[src/rtl/ib_flit_reader.sv]
// Read-side controller for the router input buffer: frames packets by flit type,
// requests a route per head flit and streams the packet out. Macro IB_FLIT_READER_DROPCNT_EN enables the drop counter.
module ib_flit_reader #(
    parameter int DATA_WIDTH = 16,
    parameter int ADDR_WIDTH = 3,
    parameter int DEPTH      = 5,
    parameter int DEST_WIDTH = 4
) (
    input  logic                  clk,
    input  logic                  reset,
    input  logic [DEPTH-1:0]      valid_flit_i,
    output logic [ADDR_WIDTH-1:0] ram_raddr_o,
    input  logic [DATA_WIDTH-1:0] ram_rdata_i,
    output logic [DEPTH-1:0]      flit_pop_o,
    output logic                  route_req_o,
    output logic [DEST_WIDTH-1:0] route_dest_o,
    input  logic                  route_grant_i,
    output logic                  flit_valid_o,
    output logic [DATA_WIDTH-1:0] flit_data_o,
    input  logic                  flit_ready_i,
    output logic [7:0]            drop_count_o
);

    typedef enum logic [1:0] {
        IDLE = 2'd0,
        REQ  = 2'd1,
        XFER = 2'd2
    } state_t;

    state_t                state;
    logic [ADDR_WIDTH-1:0] rd_ptr;
    logic [ADDR_WIDTH-1:0] next_ptr;
    logic [DEPTH-1:0]      ptr_onehot;
    logic [1:0]            flit_type;
    logic                  slot_ready;
    logic                  is_head;
    logic                  is_last;
    logic                  load;

`ifdef IB_FLIT_READER_DROPCNT_EN
    logic [7:0] drop_count;
    assign drop_count_o = drop_count;
`else
    assign drop_count_o = 8'd0;
`endif

    always_comb begin
        ptr_onehot = '0;
        for (int i = 0; i < DEPTH; i++) begin
            ptr_onehot[i] = (rd_ptr == ADDR_WIDTH'(i));
        end
    end

    // Head (01) and single (11) share bit 0; tail (10) and single share bit 1.
    assign flit_type   = ram_rdata_i[DATA_WIDTH-1 -: 2];
    assign is_head     = flit_type[0];
    assign is_last     = flit_type[1];
    assign slot_ready  = |(valid_flit_i & ptr_onehot);
    assign next_ptr    = (rd_ptr == ADDR_WIDTH'(DEPTH - 1)) ? '0 : rd_ptr + 1'b1;
    assign load        = (state == XFER) && slot_ready && (!flit_valid_o || flit_ready_i);
    assign ram_raddr_o = rd_ptr;
    assign route_req_o = (state == REQ) || (state == XFER);

    always_ff @(posedge clk or negedge reset) begin
        if (!reset) begin
            state        <= IDLE;
            rd_ptr       <= '0;
            flit_pop_o   <= '0;
            route_dest_o <= '0;
            flit_valid_o <= 1'b0;
            flit_data_o  <= '0;
`ifdef IB_FLIT_READER_DROPCNT_EN
            drop_count   <= 8'd0;
`endif
        end else begin
            flit_pop_o <= '0;
            // An accepted flit leaves the register unless a new one loads below.
            if (flit_valid_o && flit_ready_i) begin
                flit_valid_o <= 1'b0;
            end
            case (state)
                IDLE: begin
                    if (slot_ready) begin
                        if (is_head) begin
                            route_dest_o <= ram_rdata_i[DEST_WIDTH-1:0];
                            state        <= REQ;
                        end else begin
                            flit_pop_o <= ptr_onehot;
                            rd_ptr     <= next_ptr;
`ifdef IB_FLIT_READER_DROPCNT_EN
                            if (drop_count != 8'hFF) begin
                                drop_count <= drop_count + 8'd1;
                            end
`endif
                        end
                    end
                end
                REQ: begin
                    if (route_grant_i) begin
                        state <= XFER;
                    end
                end
                XFER: begin
                    if (load) begin
                        flit_data_o  <= ram_rdata_i;
                        flit_valid_o <= 1'b1;
                        flit_pop_o   <= ptr_onehot;
                        rd_ptr       <= next_ptr;
                        if (is_last) begin
                            state <= IDLE;
                        end
                    end
                end
                default: state <= IDLE;
            endcase
        end
    end

endmodule

[config.mk]
export PLATFORM = sky130hd
export DESIGN_NAME = ib_flit_reader
export DESIGN_NICKNAME = d
export VERILOG_FILES = /design/src/rtl/ib_flit_reader.sv
export SDC_FILE = /design/constraint.sdc
export NUM_CORES = 1
export LEC_CHECK = 0
export ABC_CLOCK_PERIOD_IN_PS = 5010
export CAP_MARGIN = 0
export CORE_UTILIZATION = 45
export DETAILED_ROUTE_END_ITERATION = 10
export PLACE_DENSITY = 0.84
export SLEW_MARGIN = 0
export SYNTH_ARGS = -nofsm -noshare
export SYNTH_HDL_FRONTEND = slang
export SYNTH_SLANG_ARGS = --single-unit
export TNS_END_PERCENT = 50
[constraint.sdc]
create_clock -name clk -period 5.01 [get_ports clk]
set_input_delay 1.2525 -clock clk [delete_from_list [all_inputs] [get_ports clk]]
set_output_delay 1.2525 -clock clk [all_outputs]
set_load 0.01 [all_outputs]
After elaboration in Yosys (flattened, before gate mapping)

Cells that the tools add are included.
W data, S select, Z words.

Register bits: 31
Output and inout port bits: 38
Logic and storage cells: 52

Add/subtract/negate cells: 1
Equal/unequal tests: 12
Mux-type cells: 18
Bitwise operators: 1
Reductions and logical operators: 14

Operator list:

| operator              | count |
|---|---|
| $mux W5               | 3 |
| $mux W3               | 4 |
| $ne A2 B2 Y1 const B  | 6 |
| $mux W2               | 5 |
| $pmux W5 S2           | 1 |
| $eq A3 B2 Y1 const B  | 2 |
| $pmux W2 S3           | 1 |
| $pmux W3 S2           | 1 |
| $and A5 B5 Y5         | 1 |
| $reduce_and A5 Y1     | 1 |
| $reduce_or A5 Y1      | 1 |
| $reduce_and A4 Y1     | 1 |
| $add A3 B1 Y3 const B | 1 |
| $eq A3 B1 Y1 const B  | 1 |
| $eq A3 B3 Y1 const B  | 1 |
| $logic_and A1 B1 Y1   | 3 |
| $logic_not A3 Y1      | 1 |
| $mux W1               | 3 |
| $reduce_and A3 Y1     | 1 |
| $eq A2 B1 Y1 const B  | 1 |
| $eq A2 B2 Y1 const B  | 1 |
| $logic_not A2 Y1      | 1 |
| $logic_or A1 B1 Y1    | 2 |
| $reduce_and A2 Y1     | 1 |
| other kinds (2)       | 2 |

Depth between registers and ports, before layout

Gate-level depths: netlist of the first run.

Depth in word-level cells: 7
Depth in mapped cells: 8
Mapped depth without buffers: 6

Least setup slack after synthesis of the first run

OpenSTA, ideal clock, no wires.

Path type: input to register
Start: input valid_flit_i[4]
End: register flit_data_o[10]
Arrival: 2.479 ns
Required time: 4.885 ns
Path slack: 2.405 ns
Stages on the path: 6
Cells stage by stage: mux2_1 -> a222oi_1 -> buf_4 -> nor2_4 -> buf_6 -> mux2_4

Cells in the longest elaborated chain, start to end: 5

RTL lines:

| what                              | line | RTL |
|---|---|---|
| from (decl)                       | 11   | `input logic [DEPTH-1:0] valid_flit_i,` |
| $and A5 B5 Y5                     | 58   | `assign slot_ready = \|(valid_flit_i & ptr_onehot);` |
| $reduce_or A5 Y1                  | 58   |  |
| $logic_and A1 B1 Y1 (2 in series) | 60   | `assign load = (state == XFER) && slot_ready && (!flit_valid_o \|\| flit_ready_i);` |
| $reduce_and A2 Y1 (no line)       | -    |  |
| to (signal assigned)              | 105  | `flit_data_o <= ram_rdata_i;` |
| to (decl)                         | 19   | `output logic [DATA_WIDTH-1:0] flit_data_o,` |

No other way between the ends.
A chain may end at the register's enable or synchronous reset.

Worst setup path after layout of the first run

Start: register state[0]
End: output route_req_o

Cells in the longest elaborated chain, start to end: 2

RTL lines:

| what                                         | line | RTL |
|---|---|---|
| from (decl)                                  | 30   | `state_t state;` |
| from (signal assigned)                       | 66   | `state <= IDLE;` |
| from (signal assigned)                       | 86   | `state <= REQ;` |
| from (signal assigned)                       | 100  | `state <= XFER;` |
| $eq A2 B1 Y1 or $eq A2 B2 Y1 (tied branches) | 62   | `assign route_req_o = (state == REQ) \|\| (state == XFER);` |
| $logic_or A1 B1 Y1 *                         | 62   |  |
| to (decl)                                    | 15   | `output logic route_req_o,` |

Every way passes the cells marked *; elsewhere a longest branch is shown, timed or not.

==> metrics, run 1 <==
critical path class=flip-flop to output port; die width=59.5 um; Netlist cell types=26; gpl congestion=0.811; CP endpoint=route_req_o; gr usage total=19.2%; vias post-DR=1021; ANT nets after route=0; initial core utilization=48.0%; worst hold path type=flip-flop to flip-flop; top cells by area in the synthesized netlist=dfrtp_1 (52%), mux2_2 (11%), mux2_4 (10%), ha_1 (6.7%), buf_4 (4.5%); CTS Hold Bufs=0; Max stage delay on crit path=0.53 ns; first-pass GRT wire length=4840 um; cell area after layout=2100 sq um; Num CTS Buffers=5; fraction of final layout cells sized beyond drive strength 1=21.1%; crit end category=output port; Root Buffer=clkbuf_4; drc violations=0; clk_lat worst skew=0.32 ns; Final Slew Violations=0; register area share after synthesis=52.1%; Mapped Cells=111; CP cell instances=inv_1, ha_1, clkdlybuf4s50_1; number of flops mapped to enable cells by yosys=0; synthesized area per cell=13.4 sq um; final setup violation count=0; R2R Setup Slk=2.90 ns; vias in the first global route=1039; Post-DP Area=2050 sq um; routed length on met2=1530 um; worst vdd ir=279 uV; final clock period utilization by the worst path=56.6%; asr flop ratio synth=100%; I/O Buffers=54; WHS Path Cells=1; DR top layer=met4; vias per cell=4.75; flops & latches, synth=31; cell taking the most area after synthesis=dfrtp_1; DR WL met3=224 um; Post-synth top cells=dfrtp_1 (31), mux2_2 (14), mux2_4 (10); count leader, synth=dfrtp_1; routed wire length=3030 um; die area=3540 sq um; # nets final=204; power per cell area=598 nW/um^2; std cell rows=20; clk slew on worst S/H paths=0.09 ns; clk buf depth=2; Critical-path top delay cell=clkdlybuf4s50_1; Arrival @ worst endpoint=1.58 ns; # clock sinks=31; Inst Count DP=208; CP startpoint kind=flip-flop; Antenna diodes=0; Fmax=353 MHz; run status=completed; area grow syn2layout=41.3%; max-cap viol count=0; worst relative slew slack=62.8%; IO Count=63; R2R Path Start=ram_raddr_o[0]$_DFFE_PN0P_; total power=0.00126 W; endpoint required time on the critical path=3.76 ns; post-cts resize count=0; initial antenna violation count=0; post-DR wirelength/cell=14.1 um; TritonRoute pass-1 iters=4; Fin. Hold Viols=0; Netlist Area Pre-Place=1490 sq um; GRT overflow=0; RSZ-0062 raised after global routing=false; final cell count without fillers=215; CTS tree=done; drt first-iter violations=50; wire length on met1=1220 um; RR Endpoint=flit_data_o[0]$_DFFE_PN0P_; yosys warns=0; die height=59.5 um; start point of the critical path=state[0]$_DFFE_PN0P_; Core ar.=3100 sq um; worst-path fanout max=3; Setup Skew=0.00654 ns; Final TNS setup=0 ns; Leakage=0.936 nW; Tightest Pin Transition=0.556 ns; post-layout min period=2.84 ns; r2r worst-path depth=7; depth of the CTS H-tree=2; share of Yosys cell area claimed by the top area cell type=52.1%; Post-CTS Setup Bufs=0; hpwl dp=2330 um; Top FF cell, synth=dfrtp_1; largest net degree at the start of global routing=32
==> cell usage in the layout, fill, tap and decap left out, types with 3 or more instances in the layout <==
| cell type | instances |
|---|---|
| a21oi_1 | 4 |
| and2_1 | 3 |
| clkbuf_4 | 5 |
| clkdlybuf4s50_1 | 54 |
| conb_1 | 8 |
| dfrtp_1 | 31 |
| ha_1 | 8 |
| inv_1 | 7 |
| mux2_2 | 14 |
| mux2_4 | 10 |
| nand2_1 | 5 |
| nor3_1 | 3 |
==> metrics by stage <==
step / worst slack (ns) / hold slack [ns] / util [%]
final: 2.17 / 0.514 / 67.8
after CTS: 2.16 / 0.520 / 67.8
after floorplan: 2.41 / 0.506 / -
after detailed placement: 1.87 / 0.492 / 66.0
after global routing: 2.10 / 0.532 / 67.8
after global placement: 1.94 / 0.490 / 66.0
==> power by group <==
group	internal [W]	leakage [nW]	total [W]	switching (W)
Clock	0.0000649	0.0341	0.000144	0.0000791
Sequential	0.000362	0.385	0.000435	0.0000732
Combinational	0.000412	0.517	0.000678	0.000266
==> sequential cells by signal, indices dropped and copies added (netlist names) <==
register and count:
flit_data_o 16, flit_pop_o 5, flit_valid_o 1, ram_raddr_o 3, route_dest_o 4, state 2
==> per-layer routing <==
layer	GRT usage [%]	up-vias
li1	-	488
met1	22.4	486
met2	31.8	42
met3	5.68	5
met4	10.3	0
met5	0	-
==> cells by family (layout without fill, tap and decap cells) <==
kind of cell,after synthesis,after routing,synth area share [%]
other cells,1,8,0.252
mux,25,25,21.4
fa+ha+maj,8,8,6.72
compound gates,10,10,5.29
simple gates,19,19,7.14
flops,31,31,52.1
buf+inv,17,70,7.06
==> cell type report <==
type | instances | area (sq um)
clock buffer | 6 | 51.3
clock inverter | 1 | 5.00
fill | 242 | 1000
inverter | 7 | 26.3
multi-input combinational | 70 | 634
sequential | 31 | 776
tap | 44 | 55.1
timing repair buffer | 56 | 556
==> critical path, delay by kind of cell, from the launching register on <==
kind	cells	cell delay (ns)
adders and majority gates	1	0.28
buffers and inverters	2	0.60
DFF	1	0.39
==> worst min-delay path by stage <==
stage / from / to / slack (ns)
floorplan: state[1]$_DFFE_PN0P_ / state[1]$_DFFE_PN0P_ / 0.51
global placement: flit_data_o[1]$_DFFE_PN0P_ / flit_data_o[1]$_DFFE_PN0P_ / 0.49
detailed placement: flit_data_o[4]$_DFFE_PN0P_ / flit_data_o[4]$_DFFE_PN0P_ / 0.49
CTS: flit_data_o[4]$_DFFE_PN0P_ / flit_data_o[4]$_DFFE_PN0P_ / 0.52
global route: flit_data_o[12]$_DFFE_PN0P_ / flit_data_o[12]$_DFFE_PN0P_ / 0.53
finish: route_dest_o[0]$_DFFE_PN0P_ / route_dest_o[0]$_DFFE_PN0P_ / 0.51
No activity file was read; power rests on OpenSTA's default activity.
==> run 2: changes to the inputs <==
--- a/config.mk
+++ b/config.mk
@@ -5,11 +5,11 @@
 export SDC_FILE = /design/constraint.sdc
 export NUM_CORES = 1
 export LEC_CHECK = 0
-export ABC_CLOCK_PERIOD_IN_PS = 5010
+export ABC_CLOCK_PERIOD_IN_PS = 2600
 export CAP_MARGIN = 0
-export CORE_UTILIZATION = 45
+export CORE_UTILIZATION = 38
 export DETAILED_ROUTE_END_ITERATION = 10
-export PLACE_DENSITY = 0.84
+export PLACE_DENSITY = 0.76
 export SLEW_MARGIN = 0
 export SYNTH_ARGS = -nofsm -noshare
 export SYNTH_HDL_FRONTEND = slang
==> constraint.sdc (replaced) <==
create_clock -name clk -period 2.6 [get_ports clk]
set_input_delay 0.65 -clock clk [delete_from_list [all_inputs] [get_ports clk]]
set_output_delay 0.65 -clock clk [all_outputs]
set_load 0.01 [all_outputs]
==> run 2 against run 1 <==
Sequential power is 93% higher. First-iteration DRC count is 50% lower. Critical path type is now primary input to flip-flop. Hold slack worse by 0.0046 ns. Design area is 1.7% higher. Wire length is 1.2% higher. Largest power group unchanged. Non-clock buffer count stayed put. Worst setup slack worse by 1.8 ns. Core utilization is 10 points lower. Critical path depth is 3 higher. Register-to-register slack worse by 2.4 ns. Total power is 100% higher. Clock skew is 0.00062 ns lower.
==> metrics, run 2 (synthesized netlist as in run 1, its figures left out) <==
Leakage=0.949 nW (was 0.936 nW); max FFs per register=16 (unchanged); Antenna diodes=0 (unchanged); max-cap viol count=0 (unchanged); fraction of final layout cells sized beyond drive strength 1=21.1% (unchanged); register area=776 sq um (unchanged); total power=0.00253 W (was 0.00126 W); cell area after layout=2140 sq um (was 2100 sq um); Final TNS setup=0 ns (unchanged); Max stage delay on crit path=0.47 ns (was 0.53 ns); worst vdd ir=411 uV (was 279 uV); depth of the CTS H-tree=2 (unchanged); ANT nets after route=0 (unchanged); Largest Register=flit_data_o (unchanged); CTS Hold Bufs=0 (unchanged); worst relative slew slack=62.1% (was 62.8%); post-DR wirelength/cell=14.0 um (was 14.1 um); CTS tree=done (unchanged); gr usage total=16.2% (was 19.2%); Root Buffer=clkbuf_8 (was clkbuf_4); Num CTS Buffers=5 (unchanged); post-layout min period=2.22 ns; first-pass GRT wire length=4920 um (was 4840 um); area of the multi-input gates=634 sq um (unchanged); IO Count=63 (unchanged); Hold Path Origin=flit_data_o[8]$_DFFE_PN0P_ (was route_dest_o[0]$_DFFE_PN0P_); Worst Path Buf+Inv=2 (unchanged); CP startpoint kind=primary input (was flip-flop); clk_lat worst skew=0.28 ns (was 0.32 ns); Core ar.=3720 sq um (was 3100 sq um); endpoint required time on the critical path=2.76 ns (was 3.76 ns); vias post-DR=1024 (was 1021); critical path's top delay family=buffers and inverters (unchanged); Arrival @ worst endpoint=2.38 ns (was 1.58 ns); start point of the critical path=valid_flit_i[2] (was state[0]$_DFFE_PN0P_); clk slew on worst S/H paths=0.06 ns (was 0.09 ns); most common cell after layout, fill and taps aside=clkdlybuf4s50_1 (unchanged); drt first-iter violations=25 (was 50); Tightest Pin Transition=0.567 ns (was 0.556 ns); power per cell area=1180 nW/um^2 (was 598 nW/um^2); TritonRoute pass-1 iters=6 (was 4); area grow syn2layout=43.7% (was 41.3%); Critical-path top delay cell=nor2_4 (was clkdlybuf4s50_1); I/O Buffers=54 (unchanged); Fmax=450 MHz; std cell rows=22 (was 20); R2R Path Start=ram_raddr_o[0]$_DFFE_PN0P_ (unchanged); post-cts resize count=0 (unchanged); # nets final=204 (unchanged); run status=completed (unchanged); gpl congestion=0.815 (was 0.811); Inst Count DP=212 (was 208); final setup violation count=0 (unchanged); Final Slew Violations=0 (unchanged); fill count=301 (was 242); final clock period utilization by the worst path=85.4%; largest net degree at the start of global routing=32 (unchanged); clk buf depth=2 (unchanged); drc violations=0 (unchanged); initial core utilization=40.1% (was 48.0%); GRT overflow=0 (unchanged); commonest non-fill, non-tap cells in the layout=clkdlybuf4s50_1 (54), dfrtp_1 (31), mux2_2 (14), mux2_4 (10) (unchanged); vias in the first global route=1060 (was 1039); routed wire length=3060 um (was 3030 um); initial antenna violation count=0 (unchanged); Fin. Hold Viols=0 (unchanged); hpwl dp=2310 um (was 2330 um); vias per cell=4.68 (was 4.75); final cell count without fillers=219 (was 215); Post-CTS Setup Bufs=0 (unchanged); Setup Skew=0.00592 ns (was 0.00654 ns); CP cell instances=clkdlybuf4s50_1, a22o_1, a222oi_1, buf_4, nor2_4, mux2_2 (was inv_1, ha_1, clkdlybuf4s50_1); die width=64.6 um (was 59.5 um); Post-DP Area=2050 sq um (about the same); Regs by FF count=flit_data_o x16, flit_pop_o x5, route_dest_o x4 (unchanged); RSZ-0062 raised after global routing=false (unchanged); critical path class=primary input to flip-flop (was flip-flop to output port); die area=4170 sq um (was 3540 sq um); worst hold path type=flip-flop to flip-flop (unchanged); worst-path fanout max=16 (was 3); # clock sinks=31 (unchanged); crit end category=flip-flop (was output port); die height=64.6 um (was 59.5 um)
run 2: metrics by stage:
stage,hold slack (ns),setup slack (ns),utilization [%]
after detailed placement,0.493,0.0863,55.2
after global routing,0.519,0.270,57.6
after global placement,0.491,0.143,55.2
final,0.510,0.379,57.6
after floorplan,0.354,0.594,-
after CTS,0.513,0.382,57.6
run 2: per-layer routing:
metal	up-vias	part of all wire, %	GRT usage (%)
met5	-	0	0
met4	0	2.0	9.44
met3	4	6.0	4.58
met2	43	51	26.6
met1	497	41	18.8
li1	480	-	-
run 2: path summary, 6_finish.rpt:
kind                                                   end  slack, ns  depth (start not counted)
worst max-delay path            flit_data_o[2]$_DFFE_PN0P_       0.38                          6
worst min-delay path            flit_data_o[8]$_DFFE_PN0P_       0.51                          1
worst max register to register  flit_data_o[2]$_DFFE_PN0P_       0.47                          7
max in group asynchronous             state[1]$_DFFE_PN0P_       1.55                          2
worst min register to register  flit_data_o[8]$_DFFE_PN0P_       0.51                          1
min in group asynchronous          flit_pop_o[0]$_DFF_PN0_       0.77                          2
run 2: final cells by class:
| class | count | share of cell area, % |
|---|---|---|
| Timing Repair Buffer | 56 | 26.0 |
| Inverter | 7 | 1.23 |
| Multi-Input combinational cell | 70 | 29.6 |
| Clock inverter | 1 | 0.234 |
| Clock buffer | 6 | 3.86 |
| Sequential cell | 31 | 36.3 |
| Tap cell | 48 | 2.81 |
run 2: worst reg2reg max path, cell delays in order, from the launching register on:
cell      delay [ns]
dfrtp_1         0.44
inv_1           0.11
ha_1            0.18
a22o_1          0.13
a222oi_1        0.08
buf_4           0.19
nor2_4          0.48
mux2_2          0.41
run 2: power by group:
group	leakage, nW	total [W]	switching, W	internal (W)
sequential	0.385	0.000841	0.000142	0.000699
clock	0.0470	0.000373	0.000166	0.000207
combinational	0.517	0.00131	0.000517	0.000794
==> run 3: changes to the inputs <==
==> config.mk (replaced) <==
export PLATFORM = sky130hd
export DESIGN_NAME = ib_flit_reader
export DESIGN_NICKNAME = d
export VERILOG_FILES = /design/src/rtl/ib_flit_reader.sv
export SDC_FILE = /design/constraint.sdc
export NUM_CORES = 1
export LEC_CHECK = 0
export ABC_CLOCK_PERIOD_IN_PS = 2540
export CAP_MARGIN = 0
export CORE_UTILIZATION = 42
export DETAILED_ROUTE_END_ITERATION = 10
export PLACE_DENSITY = 0.79
export SLEW_MARGIN = 0
export SYNTH_ARGS = -nofsm -noshare
export SYNTH_HDL_FRONTEND = slang
export SYNTH_SLANG_ARGS = --single-unit
export TNS_END_PERCENT = 1
==> constraint.sdc (replaced) <==
create_clock -name clk -period 2.54 [get_ports clk]
set_input_delay 0.635 -clock clk [delete_from_list [all_inputs] [get_ports clk]]
set_output_delay 0.635 -clock clk [all_outputs]
set_load 0.005 [all_outputs]
==> run 3 against run 2 <==
Hold slack better by 0.0049 ns. Sequential share of layout area is 0.58 points higher. Critical path depth decreased by 3. Critical path type is now flip-flop to output port. Global-route usage up 0.50 points. First-iteration DRC count decreased by 28%. Via count rose by 1.2%. Clock skew fell by 0.0023 ns. Combinational power decreased by 5%. Register-to-register slack worse by 0.05 ns. Cell count decreased by 0.91%. Wire length decreased by 1.5%.
==> metrics, run 3 (synthesized netlist as in run 1, its figures left out) <==
GRT overflow=0 (unchanged); Root Buffer=clkbuf_4 (was clkbuf_8); worst-path fanout max=3 (was 16); Num CTS Buffers=5 (unchanged); TritonRoute pass-1 iters=4 (was 6); die area=3790 sq um (was 4170 sq um); register area=776 sq um (unchanged); WHS=0.514 ns (was 0.510 ns); max-cap viol count=0 (unchanged); ANT nets after route=0 (unchanged); endpoint required time on the critical path=1.90 ns (was 2.76 ns); post-cts resize count=0 (unchanged); power per cell area=1130 nW/um^2 (was 1180 nW/um^2); final clock period utilization by the worst path=85.6%; I/O Buffers=54 (unchanged); hpwl dp=2250 um (was 2310 um); routed wire length=3020 um (was 3060 um); Fmax=460 MHz; commonest non-fill, non-tap cells in the layout=clkdlybuf4s50_1 (54), dfrtp_1 (31), mux2_2 (14), mux2_4 (10) (unchanged); clk buf depth=2 (unchanged); most common cell after layout, fill and taps aside=clkdlybuf4s50_1 (unchanged); vias per cell=4.77 (was 4.68); Regs by FF count=flit_data_o x16, flit_pop_o x5, route_dest_o x4 (unchanged); drt first-iter violations=18 (was 25); depth of the CTS H-tree=2 (unchanged); fill count=280 (was 301); # clock sinks=31 (unchanged); first-pass GRT wire length=4440 um (was 4920 um); final cell count without fillers=217 (was 219); IO Count=63 (unchanged); critical path class=flip-flop to output port (was primary input to flip-flop); max FFs per register=16 (unchanged); drc violations=0 (unchanged); Final TNS setup=0 ns (unchanged); vias post-DR=1036 (was 1024); Final Slew Violations=0 (unchanged); gr usage total=16.7% (was 16.2%); Core ar.=3360 sq um (was 3720 sq um); Antenna diodes=0 (unchanged); gpl congestion=0.800 (was 0.815); run status=completed (unchanged); r2r worst-path depth=7 (unchanged); Fin. Hold Viols=0 (unchanged); DP Worst Slack=0.0415 ns (was 0.0863 ns); initial core utilization=44.3% (was 40.1%); Largest Register=flit_data_o (unchanged); # nets final=204 (unchanged); RSZ-0062 raised after global routing=false (unchanged); clk slew on worst S/H paths=0.09 ns (was 0.06 ns); std cell rows=21 (was 22); Final WS setup=0.365 ns (was 0.379 ns); Critical-path top delay cell=clkdlybuf4s50_1 (was nor2_4); final setup violation count=0 (unchanged); largest net degree at the start of global routing=32 (unchanged); CP startpoint kind=flip-flop (was primary input); worst vdd ir=485 uV (was 411 uV); die width=61.5 um (was 64.6 um); CP cell instances=inv_1, ha_1, clkdlybuf4s50_1 (was clkdlybuf4s50_1, a22o_1, a222oi_1, buf_4, nor2_4, mux2_2); Arrival @ worst endpoint=1.54 ns (was 2.38 ns); area of the multi-input gates=634 sq um (unchanged); worst hold path type=flip-flop to flip-flop (unchanged); fraction of final layout cells sized beyond drive strength 1=21.1% (unchanged); crit end category=output port (was flip-flop); clk_lat worst skew=0.31 ns (was 0.28 ns); Post-CTS Setup Bufs=0 (unchanged); initial antenna violation count=0 (unchanged); die height=61.5 um (was 64.6 um); post-DR wirelength/cell=13.9 um (was 14.0 um); CTS Hold Bufs=0 (unchanged); post-layout util=62.6% (was 57.6%); Max stage delay on crit path=0.50 ns (was 0.47 ns); CTS tree=done (unchanged); vias in the first global route=982 (was 1060); worst relative slew slack=61.8% (was 62.1%); Setup Skew=0.00359 ns (was 0.00592 ns); Leakage=0.936 nW (was 0.949 nW); Inst Count DP=210 (was 212); post-layout min period=2.18 ns; WHS Path Cells=1 (unchanged); area grow syn2layout=41.4% (was 43.7%); Tightest Pin Transition=0.571 ns (was 0.567 ns)
[run 3: area by class of cell]
class	count	area share (%)
clock buffer	6	2.44
sequential	31	36.8
tap	46	2.73
inverter	7	1.25
timing repair buffer	56	26.4
clock inverter	1	0.238
multi-input combinational	70	30.1
[run 3: worst max-delay path, delay by kind of cell (launching register included)]
kind       cells  cell delay (ns)
fa+ha+maj      1             0.28
buf+inv        2             0.57
flops          1             0.38
[run 3: per-layer routing]
metal | up-vias | GRT usage (%) | routed length [um]
met5 | - | 0 | 0
met1 | 500 | 19.7 | 1240
met3 | 6 | 5.67 | 215
met4 | 0 | 8.89 | 74
li1 | 484 | - | -
met2 | 46 | 26.9 | 1490
[run 3: worst paths after layout]
kind                                              from                           to  slack (ns)
max                               state[0]$_DFFE_PN0P_                  route_req_o        0.36
min                        route_dest_o[2]$_DFFE_PN0P_  route_dest_o[2]$_DFFE_PN0P_        0.51
max reg2reg                 ram_raddr_o[0]$_DFFE_PN0P_  flit_data_o[14]$_DFFE_PN0P_        0.42
min reg2reg                route_dest_o[2]$_DFFE_PN0P_  route_dest_o[2]$_DFFE_PN0P_        0.51
max in group asynchronous                        reset  flit_data_o[14]$_DFFE_PN0P_        1.54
min in group asynchronous                        reset  flit_data_o[13]$_DFFE_PN0P_        0.71
[run 3: stage by stage]
stage | total power [W] | area (sq um)
after floorplan | 0.00153 | 1520
final | 0.00238 | 2110
after global routing | 0.00256 | 2110
after global placement | 0.00207 | 2050
after detailed placement | 0.00211 | 2050
after CTS | 0.00241 | 2110
[run 3: where the power goes]
part	switching, W	leakage [nW]	internal (W)
registers	0.000141	0.385	0.000713
logic	0.000440	0.517	0.000808
clock network	0.000151	0.0341	0.000128
total	0.000732	0.936	0.00165
